$ cat src/rtl/alu_enc_pkg.sv
// alu_enc_pkg: shared definitions for the ALU instruction encoder.
//   - ALU select codes, R-type funct codes and I-type opcodes
//   - FSM state type, request record and encoder result record
//   - enc_encode(): turns one request into a 32-bit MIPS-style word
package alu_enc_pkg;

  // ALU select codes, as produced by the processor's decoder
  localparam logic [2:0] SEL_AND = 3'b000;
  localparam logic [2:0] SEL_OR  = 3'b001;
  localparam logic [2:0] SEL_ADD = 3'b010;
  localparam logic [2:0] SEL_ILL = 3'b011;
  localparam logic [2:0] SEL_SUB = 3'b100;
  localparam logic [2:0] SEL_SRL = 3'b101;
  localparam logic [2:0] SEL_SLL = 3'b110;
  localparam logic [2:0] SEL_NOR = 3'b111;

  // R-type function codes
  localparam logic [5:0] FN_AND = 6'b100100;
  localparam logic [5:0] FN_OR  = 6'b100101;
  localparam logic [5:0] FN_ADD = 6'b100000;
  localparam logic [5:0] FN_SUB = 6'b100010;
  localparam logic [5:0] FN_SRL = 6'b000010;
  localparam logic [5:0] FN_SLL = 6'b000000;
  localparam logic [5:0] FN_NOR = 6'b100111;

  // Opcodes
  localparam logic [5:0] OP_RTYPE = 6'b000000;
  localparam logic [5:0] OP_ANDI  = 6'b001100;
  localparam logic [5:0] OP_ORI   = 6'b001101;
  localparam logic [5:0] OP_ADDI  = 6'b001000;

  typedef enum logic [1:0] {
    ST_IDLE  = 2'd0,
    ST_ENC   = 2'd1,
    ST_WRITE = 2'd2,
    ST_DONE  = 2'd3
  } enc_state_e;

  typedef struct packed {
    logic [2:0]  sel;
    logic        ifmt;
    logic [4:0]  rs;
    logic [4:0]  rt;
    logic [4:0]  rd;
    logic [4:0]  shamt;
    logic [15:0] imm;
    logic        last;
  } enc_req_t;

  typedef struct packed {
    logic        legal;
    logic [31:0] word;
  } enc_word_t;

  // Encode one request; illegal requests return legal=0 and a zero word.
  function automatic enc_word_t enc_encode(input enc_req_t req);
    enc_word_t  res;
    logic [5:0] code;
    logic       shift;
    res.legal = 1'b1;
    res.word  = 32'h0000_0000;
    code      = 6'b000000;
    shift     = 1'b0;
    if (req.ifmt) begin
      case (req.sel)
        SEL_AND: code = OP_ANDI;
        SEL_OR:  code = OP_ORI;
        SEL_ADD: code = OP_ADDI;
        default: res.legal = 1'b0;
      endcase
      if (res.legal) begin
        res.word = {code, req.rs, req.rt, req.imm};
      end else begin
        res.word = 32'h0000_0000;
      end
    end else begin
      case (req.sel)
        SEL_AND: code = FN_AND;
        SEL_OR:  code = FN_OR;
        SEL_ADD: code = FN_ADD;
        SEL_SUB: code = FN_SUB;
        SEL_SRL: begin code = FN_SRL; shift = 1'b1; end
        SEL_SLL: begin code = FN_SLL; shift = 1'b1; end
        SEL_NOR: code = FN_NOR;
        default: res.legal = 1'b0;
      endcase
      if (!res.legal) begin
        res.word = 32'h0000_0000;
      end else if (shift) begin
        // shifts take their operand from rt; rs is a don't-care and is zeroed
        res.word = {OP_RTYPE, 5'd0, req.rt, req.rd, req.shamt, code};
      end else begin
        res.word = {OP_RTYPE, req.rs, req.rt, req.rd, 5'd0, code};
      end
    end
    return res;
  endfunction

endpackage

$ cat src/rtl/enc_req_fifo.sv
// enc_req_fifo: DEPTH-entry request FIFO (DEPTH a power of two, >= 2).
// Ports:
//   clk, reset       clock, synchronous active-high reset
//   flush_i          empties the FIFO
//   push_i, wdata_i  write an entry (accepted when not full, or when popping)
//   pop_i, rdata_o   remove the head entry; rdata_o shows the current head
//   full_o, empty_o  occupancy flags
//   count_o          number of stored entries
module enc_req_fifo #(
  parameter int DEPTH = 4,
  parameter int WIDTH = 8
) (
  input  logic                       clk,
  input  logic                       reset,
  input  logic                       flush_i,
  input  logic                       push_i,
  input  logic [WIDTH-1:0]           wdata_i,
  input  logic                       pop_i,
  output logic [WIDTH-1:0]           rdata_o,
  output logic                       full_o,
  output logic                       empty_o,
  output logic [$clog2(DEPTH):0]     count_o
);
  localparam int AW = $clog2(DEPTH);
  localparam logic [AW-1:0] PTR_ONE  = AW'(1);
  localparam logic [AW-1:0] PTR_ZERO = AW'(0);
  localparam logic [AW:0]   CNT_ONE  = (AW+1)'(1);
  localparam logic [AW:0]   CNT_ZERO = (AW+1)'(0);
  localparam logic [AW:0]   CNT_FULL = (AW+1)'(DEPTH);

  logic [WIDTH-1:0] mem_q [DEPTH];
  logic [AW-1:0]    wr_ptr_q, rd_ptr_q;
  logic [AW:0]      cnt_q;
  logic             push_ok_s, pop_ok_s;

  assign empty_o   = (cnt_q == CNT_ZERO);
  assign full_o    = (cnt_q == CNT_FULL);
  assign count_o   = cnt_q;
  assign rdata_o   = mem_q[rd_ptr_q];
  assign pop_ok_s  = pop_i && !empty_o;
  // a full FIFO still takes a push when the head leaves in the same cycle
  assign push_ok_s = push_i && (!full_o || pop_ok_s);

  // storage array, no reset needed
  always_ff @(posedge clk) begin
    if (push_ok_s) begin
      mem_q[wr_ptr_q] <= wdata_i;
    end
  end

  // pointers and occupancy count
  always_ff @(posedge clk) begin
    if (reset || flush_i) begin
      wr_ptr_q <= PTR_ZERO;
      rd_ptr_q <= PTR_ZERO;
      cnt_q    <= CNT_ZERO;
    end else begin
      if (push_ok_s) begin
        wr_ptr_q <= wr_ptr_q + PTR_ONE;
      end
      if (pop_ok_s) begin
        rd_ptr_q <= rd_ptr_q + PTR_ONE;
      end
      case ({push_ok_s, pop_ok_s})
        2'b10:   cnt_q <= cnt_q + CNT_ONE;
        2'b01:   cnt_q <= cnt_q - CNT_ONE;
        default: cnt_q <= cnt_q;
      endcase
    end
  end

endmodule

$ cat src/rtl/alu_instr_encoder.sv
// alu_instr_encoder: buffers ALU operation requests, encodes each into a
// 32-bit MIPS-style instruction word and writes the words sequentially into
// instruction memory through a we/ack handshake.
// Ports:
//   clk, reset                    clock, synchronous active-high reset
//   req_valid/req_ready           request handshake
//   req_sel, req_ifmt, req_rs, req_rt, req_rd, req_shamt, req_imm, req_last
//                                 request fields
//   clear                         leaves DONE and restarts at BASE_ADDR
//   mem_we/mem_ack                write handshake, mem_we held until mem_ack
//   mem_addr, mem_wdata           word address and encoded instruction
//   done, err_illegal, err_full   status (errors sticky until clear)
//   words_written                 acked-write count, only with ENC_WORD_COUNT_EN
// Optional build macro: ENC_WORD_COUNT_EN
module alu_instr_encoder
  import alu_enc_pkg::*;
#(
  parameter int          ADDR_W    = 8,
  parameter int          DEPTH     = 4,
  parameter int unsigned BASE_ADDR = 0
) (
  input  logic              clk,
  input  logic              reset,
  input  logic              req_valid,
  output logic              req_ready,
  input  logic [2:0]        req_sel,
  input  logic              req_ifmt,
  input  logic [4:0]        req_rs,
  input  logic [4:0]        req_rt,
  input  logic [4:0]        req_rd,
  input  logic [4:0]        req_shamt,
  input  logic [15:0]       req_imm,
  input  logic              req_last,
  input  logic              clear,
  output logic              mem_we,
  input  logic              mem_ack,
  output logic [ADDR_W-1:0] mem_addr,
  output logic [31:0]       mem_wdata,
  output logic              done,
  output logic              err_illegal,
  output logic              err_full
`ifdef ENC_WORD_COUNT_EN
  ,
  output logic [ADDR_W:0]   words_written
`endif
);
  localparam int CW = $clog2(DEPTH) + 1;
  localparam logic [CW-1:0]     CNT_ONE  = CW'(1);
  localparam logic [ADDR_W-1:0] BASE     = ADDR_W'(BASE_ADDR);
  localparam logic [ADDR_W-1:0] ADDR_MAX = {ADDR_W{1'b1}};
  localparam logic [ADDR_W-1:0] ADDR_ONE = ADDR_W'(1);

  enc_state_e        state_q, state_d;
  logic              mem_we_q, mem_we_d;
  logic [ADDR_W-1:0] mem_addr_q, mem_addr_d;
  logic [31:0]       mem_wdata_q, mem_wdata_d;
  logic              done_q, done_d;
  logic              err_illegal_q, err_illegal_d;
  logic              err_full_q, err_full_d;
  logic              last_q, last_d;
`ifdef ENC_WORD_COUNT_EN
  localparam logic [ADDR_W:0] WORDS_SAT = {1'b1, {ADDR_W{1'b0}}};
  localparam logic [ADDR_W:0] WORDS_ONE = (ADDR_W+1)'(1);
  logic [ADDR_W:0]   words_q, words_d;
`endif

  enc_req_t          req_in_s, head_s;
  enc_word_t         enc_s;
  logic              fifo_push_s, fifo_pop_s, fifo_flush_s;
  logic              fifo_full_s, fifo_empty_s;
  logic [CW-1:0]     fifo_count_s;
  logic              more_s;

  assign req_in_s    = '{sel: req_sel, ifmt: req_ifmt, rs: req_rs, rt: req_rt,
                         rd: req_rd, shamt: req_shamt, imm: req_imm, last: req_last};
  assign req_ready   = !fifo_full_s && (state_q != ST_DONE);
  assign fifo_push_s = req_valid && req_ready;
  assign enc_s       = enc_encode(head_s);
  // FIFO still holds something once the head popped in ENC is gone
  assign more_s      = (fifo_count_s > CNT_ONE) || fifo_push_s;

  enc_req_fifo #(.DEPTH(DEPTH), .WIDTH($bits(enc_req_t))) u_fifo (
    .clk     (clk),
    .reset   (reset),
    .flush_i (fifo_flush_s),
    .push_i  (fifo_push_s),
    .wdata_i (req_in_s),
    .pop_i   (fifo_pop_s),
    .rdata_o (head_s),
    .full_o  (fifo_full_s),
    .empty_o (fifo_empty_s),
    .count_o (fifo_count_s)
  );

  // next-state and output decode
  always_comb begin
    state_d       = state_q;
    mem_we_d      = mem_we_q;
    mem_addr_d    = mem_addr_q;
    mem_wdata_d   = mem_wdata_q;
    done_d        = done_q;
    err_illegal_d = err_illegal_q;
    err_full_d    = err_full_q;
    last_d        = last_q;
    fifo_pop_s    = 1'b0;
    fifo_flush_s  = 1'b0;
`ifdef ENC_WORD_COUNT_EN
    words_d       = words_q;
`endif
    case (state_q)
      ST_IDLE: begin
        if (!fifo_empty_s) begin
          state_d = ST_ENC;
        end else begin
          state_d = ST_IDLE;
        end
      end
      ST_ENC: begin
        fifo_pop_s = 1'b1;
        if (enc_s.legal) begin
          mem_wdata_d = enc_s.word;
          last_d      = head_s.last;
          mem_we_d    = 1'b1;
          state_d     = ST_WRITE;
        end else if (head_s.last) begin
          err_illegal_d = 1'b1;
          done_d        = 1'b1;
          state_d       = ST_DONE;
        end else begin
          err_illegal_d = 1'b1;
          state_d       = more_s ? ST_ENC : ST_IDLE;
        end
      end
      ST_WRITE: begin
        if (mem_ack) begin
          mem_we_d = 1'b0;
`ifdef ENC_WORD_COUNT_EN
          if (words_q != WORDS_SAT) begin
            words_d = words_q + WORDS_ONE;
          end else begin
            words_d = words_q;
          end
`endif
          if (last_q) begin
            done_d  = 1'b1;
            state_d = ST_DONE;
          end else if (mem_addr_q == ADDR_MAX) begin
            // no room for another word; stop rather than wrap
            err_full_d = 1'b1;
            done_d     = 1'b1;
            state_d    = ST_DONE;
          end else begin
            mem_addr_d = mem_addr_q + ADDR_ONE;
            state_d    = fifo_empty_s ? ST_IDLE : ST_ENC;
          end
        end else begin
          state_d = ST_WRITE;
        end
      end
      ST_DONE: begin
        if (clear) begin
          fifo_flush_s  = 1'b1;
          mem_addr_d    = BASE;
          done_d        = 1'b0;
          err_illegal_d = 1'b0;
          err_full_d    = 1'b0;
`ifdef ENC_WORD_COUNT_EN
          words_d       = '0;
`endif
          state_d       = ST_IDLE;
        end else begin
          state_d = ST_DONE;
        end
      end
      default: begin
        mem_we_d = 1'b0;
        state_d  = ST_IDLE;
      end
    endcase
  end

  // state and output registers
  always_ff @(posedge clk) begin
    if (reset) begin
      state_q       <= ST_IDLE;
      mem_we_q      <= 1'b0;
      mem_addr_q    <= BASE;
      mem_wdata_q   <= 32'h0000_0000;
      done_q        <= 1'b0;
      err_illegal_q <= 1'b0;
      err_full_q    <= 1'b0;
      last_q        <= 1'b0;
`ifdef ENC_WORD_COUNT_EN
      words_q       <= '0;
`endif
    end else begin
      state_q       <= state_d;
      mem_we_q      <= mem_we_d;
      mem_addr_q    <= mem_addr_d;
      mem_wdata_q   <= mem_wdata_d;
      done_q        <= done_d;
      err_illegal_q <= err_illegal_d;
      err_full_q    <= err_full_d;
      last_q        <= last_d;
`ifdef ENC_WORD_COUNT_EN
      words_q       <= words_d;
`endif
    end
  end

  assign mem_we      = mem_we_q;
  assign mem_addr    = mem_addr_q;
  assign mem_wdata   = mem_wdata_q;
  assign done        = done_q;
  assign err_illegal = err_illegal_q;
  assign err_full    = err_full_q;
`ifdef ENC_WORD_COUNT_EN
  assign words_written = words_q;
`endif

endmodule

$ cat config.mk
export PLATFORM = sky130hd
export DESIGN_NAME = alu_instr_encoder
export DESIGN_NICKNAME = d
export VERILOG_FILES = /design/src/rtl/alu_enc_pkg.sv /design/src/rtl/enc_req_fifo.sv /design/src/rtl/alu_instr_encoder.sv
export SDC_FILE = /design/constraint.sdc
export NUM_CORES = 1
export LEC_CHECK = 0
export ABC_CLOCK_PERIOD_IN_PS = 6900
export BUFFER_PORTS_ARGS = -buffer_cell sky130_fd_sc_hd__buf_2
export CORE_ASPECT_RATIO = 0.6
export CORE_UTILIZATION = 55
export DETAILED_ROUTE_END_ITERATION = 8
export HOLD_SLACK_MARGIN = 0.1
export PLACE_DENSITY = 0.76
export SLEW_MARGIN = 15
export SYNTH_ARGS = -nofsm -noshare
export SYNTH_HDL_FRONTEND = slang
export SYNTH_SLANG_ARGS = --single-unit
$ cat constraint.sdc
create_clock -name clk -period 6.9 [get_ports clk]
set_clock_uncertainty 0.1 [all_clocks]
set_input_delay 1.035 -clock clk [delete_from_list [all_inputs] [get_ports clk]]
set_output_delay 1.035 -clock clk [all_outputs]
set_load 0.01 [all_outputs]
==> flow_summary.rst <==
.. list-table::
   :header-rows: 1

   * - Metric
     - Value
   * - Die outline area
     - 0.0160 mm²
   * - Routing usage on met1
     - 33.1%
   * - Run status
     - complete, no violations
   * - Placer's final routability congestion estimate
     - 0.827
   * - Via count of the first global-routing pass
     - 4783
   * - Final Routed Wirelength
     - 17100 µm
   * - Leading cell types by total area after synthesis
     - edfxtp_1 58%, dfxtp_1 12%, mux4_2 11%
   * - Root buffer cell
     - clkbuf_16
   * - Final Setup Violations
     - 0
   * - Min Clock Period, post-route
     - 4140 ps
   * - Post-detailed-route wirelength per cell
     - 21.0 µm
   * - Critical register-to-register path endpoint
     - mem_wdata[23]$_SDFFE_PP0P_
   * - Insertion delay of the later-clocked pin in the worst-skew pair
     - 500 ps
   * - Library cell occupying the most area in the post-synthesis netlist
     - edfxtp_1
   * - Count of different cell masters after synthesis
     - 53
   * - Critical path buffers and inverters
     - 1
   * - Hold-critical path endpoint
     - mem_we$_SDFFE_PP0P_
   * - Cell Count Post-Placement
     - 779
   * - Data required time at the worst endpoint
     - 7190 ps
   * - Hold path cells
     - 2
   * - Initial core utilization
     - 57.6%
   * - Grt total ovfl
     - 0
   * - Length in cells of the worst reg-to-reg path
     - 6
   * - CP max-delay cell
     - o211a_1
   * - Share of cells above drive strength 1
     - 27.9%
   * - Adder-cell share of the synthesized area
     - 1.47%
   * - Antenna violations before repair
     - 1
   * - First-pass GRT wire length
     - 26500 µm
   * - Layout Area Growth over Synthesis
     - 13.4%
   * - Number of buffers on the longest clock path
     - 3
   * - Worst hold path class
     - flip-flop to flip-flop
   * - Mean Syn Cell Area
     - 16.4 µm²
   * - Share of synthesized area occupied by flip-flops and latches
     - 70.2%
   * - Synth cell count leaders
     - 164 x edfxtp_1, 53 x dfxtp_1, 41 x mux4_2
   * - Vertical die dimension
     - 98.5 µm
   * - Routing usage on met3
     - 4.97%
   * - List of cells traversed by the critical path
     - buf_4 -> mux4_2 -> nand2_1 -> o211a_1 -> nor2_1 -> a32o_1
   * - Startpoint type of the worst setup path
     - flip-flop
   * - Final count of hold timing violations
     - 0
   * - Largest net degree at the start of global routing
     - 42
   * - Post-Synth XOR/XNOR Area
     - 1.44%
   * - Number of buffers inserted by post-CTS setup repair
     - 0
   * - Final total negative setup slack
     - 0 ps
   * - Die outline width
     - 163 µm
   * - Largest stage delay, worst path
     - 840 ps
   * - Basic-gate share of the synthesized area counting and, or, nand and nor cells
     - 7.05%
   * - Synth top area share
     - 57.7%
   * - Std-Cell Core Area
     - 0.0148 mm²
   * - RSZ-0062 raised after global routing
     - false
   * - Count of routing violations after the opening detailed-route iteration
     - 494
   * - Critical hold path startpoint
     - mem_we$_SDFFE_PP0P_
   * - Number of vias in the routed layout
     - 4893
   * - Routing layer with the top usage in global route
     - met1
   * - Number of synthesized register bits
     - 217
   * - Synth Area in Compound Gates
     - 6.25%
   * - Maximum operating frequency
     - 242 MHz
   * - Main combinational cell family by area after synthesis
     - multiplexers
   * - Clock sinks
     - 217
   * - Reg clk slew, reported paths
     - 70 ps
   * - Half-perimeter wire length of the detailed placement result
     - 10600 µm
   * - Number of nets with antenna violations after routing
     - 0
   * - Post-synthesis mux area share
     - 10.9%
   * - Slew @ Worst Pin
     - 1160 ps
   * - NumNets Final
     - 659
   * - Critical path fanouts, max
     - 26
   * - GRT Overall Usage
     - 22.0%
   * - Residual DRC count
     - 0
   * - Post-synth ARST share
     - 0%
   * - Number of enable flip-flop cells after synthesis
     - 164
   * - Final std cells w/o fill
     - 817
   * - Hold buffer count at CTS
     - 0
   * - Post-cts sizing count
     - 0
   * - Netlist area before placement
     - 0.00853 mm²
   * - DRT Pass-1 Iters
     - 5
   * - Number of primary I/O pins
     - 91
   * - Max Cap Viol
     - 0
   * - Leakage power figure
     - 3.34 nW
   * - Number of slew-limit violations in the final report
     - 0
   * - Crit path kind
     - flip-flop to flip-flop
   * - Placement row count
     - 34
   * - Met2 track demand over resource in global routing
     - 32.7%
   * - Routed via count divided by cell count
     - 5.99
   * - Final worst path period share
     - 59.9%
   * - Cell with the most instances after synthesis
     - edfxtp_1
   * - Top_reg_cell synth
     - edfxtp_1
   * - Nature of the critical path endpoint
     - flip-flop
   * - Instance count of the mapped netlist
     - 520
   * - Worst-case vdd ir drop
     - 0.234 mV
   * - Worst slew slack as a fraction of its limit
     - 22.5%
   * - Number of buffer cells added on primary ports
     - 87
   * - Worst EP arrival
     - 4420 ps
   * - Cell family contributing the most delay on the critical path
     - compound AO/OA/AOI/OAI gates
   * - Total clock buffers created by CTS
     - 20
   * - CTS tree
     - built
   * - Warnings, synthesis
     - 0
   * - Worst R2R Setup Slack
     - 2760 ps
   * - Ratio of total power to cell area
     - 360 mW/mm²
   * - H-tree depth reported by CTS
     - 1
[placed cells by master, fill, tap and decap left out, drive strengths merged, types with 4 or more instances in the layout]
cell type and count:
inv 12, clkbuf 32, nand2 26, nor2b 5, ha 10, dfxtp 53
nor2 42, edfxtp 164, clkinv 4, mux4 41, buf 89, o21ai 9
o211ai 6, a21oi 23, nor3 11, xnor2 11, nand3 8, a32o 6
nand3b 7, o2bb2ai 5, a311oi 6, and3 6, a22oi 4
[stage by stage]
step / cell area (µm²) / hold slack [ps] / setup WS (ps) / utilization, % / total power [W]
2_1_floorplan: 8540 / 369 / 4280 / - / 0.00227
3_3_place_gp: 9060 / 351 / 2880 / 61.2 / 0.00244
3_5_place_dp: 9060 / 360 / 2730 / 61.2 / 0.00248
4_1_cts: 9670 / 369 / 2730 / 65.3 / 0.00350
5_1_grt: 9670 / 376 / 2450 / 65.3 / 0.00363
6_report: 9670 / 367 / 2760 / 65.3 / 0.00348
[worst max-delay path by stage]
stage | start | endpoint | slack, ps | cells past startpoint
floorplan | u_fifo.count_o[0]$_SDFFE_PP0P_ | u_fifo.mem_q[0][0]$_DFFE_PP_ | 4280 | 4
global placement | flip-flop | mem_wdata[24]$_SDFFE_PP0P_ | 2880 | 6
detailed placement | flip-flop | mem_wdata[23]$_SDFFE_PP0P_ | 2730 | 6
CTS | flip-flop | mem_wdata[23]$_SDFFE_PP0P_ | 2730 | 6
global route | flip-flop | mem_wdata[23]$_SDFFE_PP0P_ | 2450 | 6
finish | flip-flop | mem_wdata[23]$_SDFFE_PP0P_ | 2760 | 6
[final cells by class]
type | count | area (µm²)
Tap cell | 198 | 248
Clock buffer | 32 | 576
Antenna cell | 2 | 5.00
Fill cell | 1016 | 5130
Timing Repair Buffer | 89 | 450
Inverter | 12 | 45.0
Sequential cell | 217 | 5990
Clock inverter | 4 | 30.0
Multi-Input combinational cell | 263 | 2330
[flip-flops by register name, summed over array words and instances (netlist names), 2 cells and up, named ones only]
register         cells
mem_addr             8
state_q              2
u_fifo.rd_ptr_q      2
mem_wdata           29
u_fifo.wr_ptr_q      2
u_fifo.count_o       3
u_fifo.mem_q       164
[routing by layer]
| metal | vias up | part of all wire [%] |
|---|---|---|
| met5 | - | 0 |
| met4 | 0 | 1.9 |
| met3 | 24 | 8.7 |
| met2 | 222 | 45 |
| met1 | 2458 | 44 |
| li1 | 2189 | - |
[report_power, final]
group	switching, W	leakage, nW	internal, W
Sequential	0.000103	1.94	0.00158
Clock	0.000450	0.295	0.000574
Combinational	0.000459	1.11	0.000321
Total	0.00101	3.34	0.00247
[tightest hold or removal path: cells and delay by family, from the launching register on]
kind / cells / cell delay, ps
AO/OA/AOI/OAI: 1 / 60
AND/OR/NAND/NOR: 1 / 50
flip-flops: 1 / 310
[kinds of logic (layout without fill, tap and decap cells)]
family | Yosys count | after routing
compound gates | 72 | 72
mux | 42 | 42
flops | 217 | 217
xor+xnor | 14 | 14
buf+inv | 42 | 137
simple gates | 122 | 122
fa+ha+maj | 10 | 10
other cells | 1 | 5
Power figures use the tool's default switching activity.
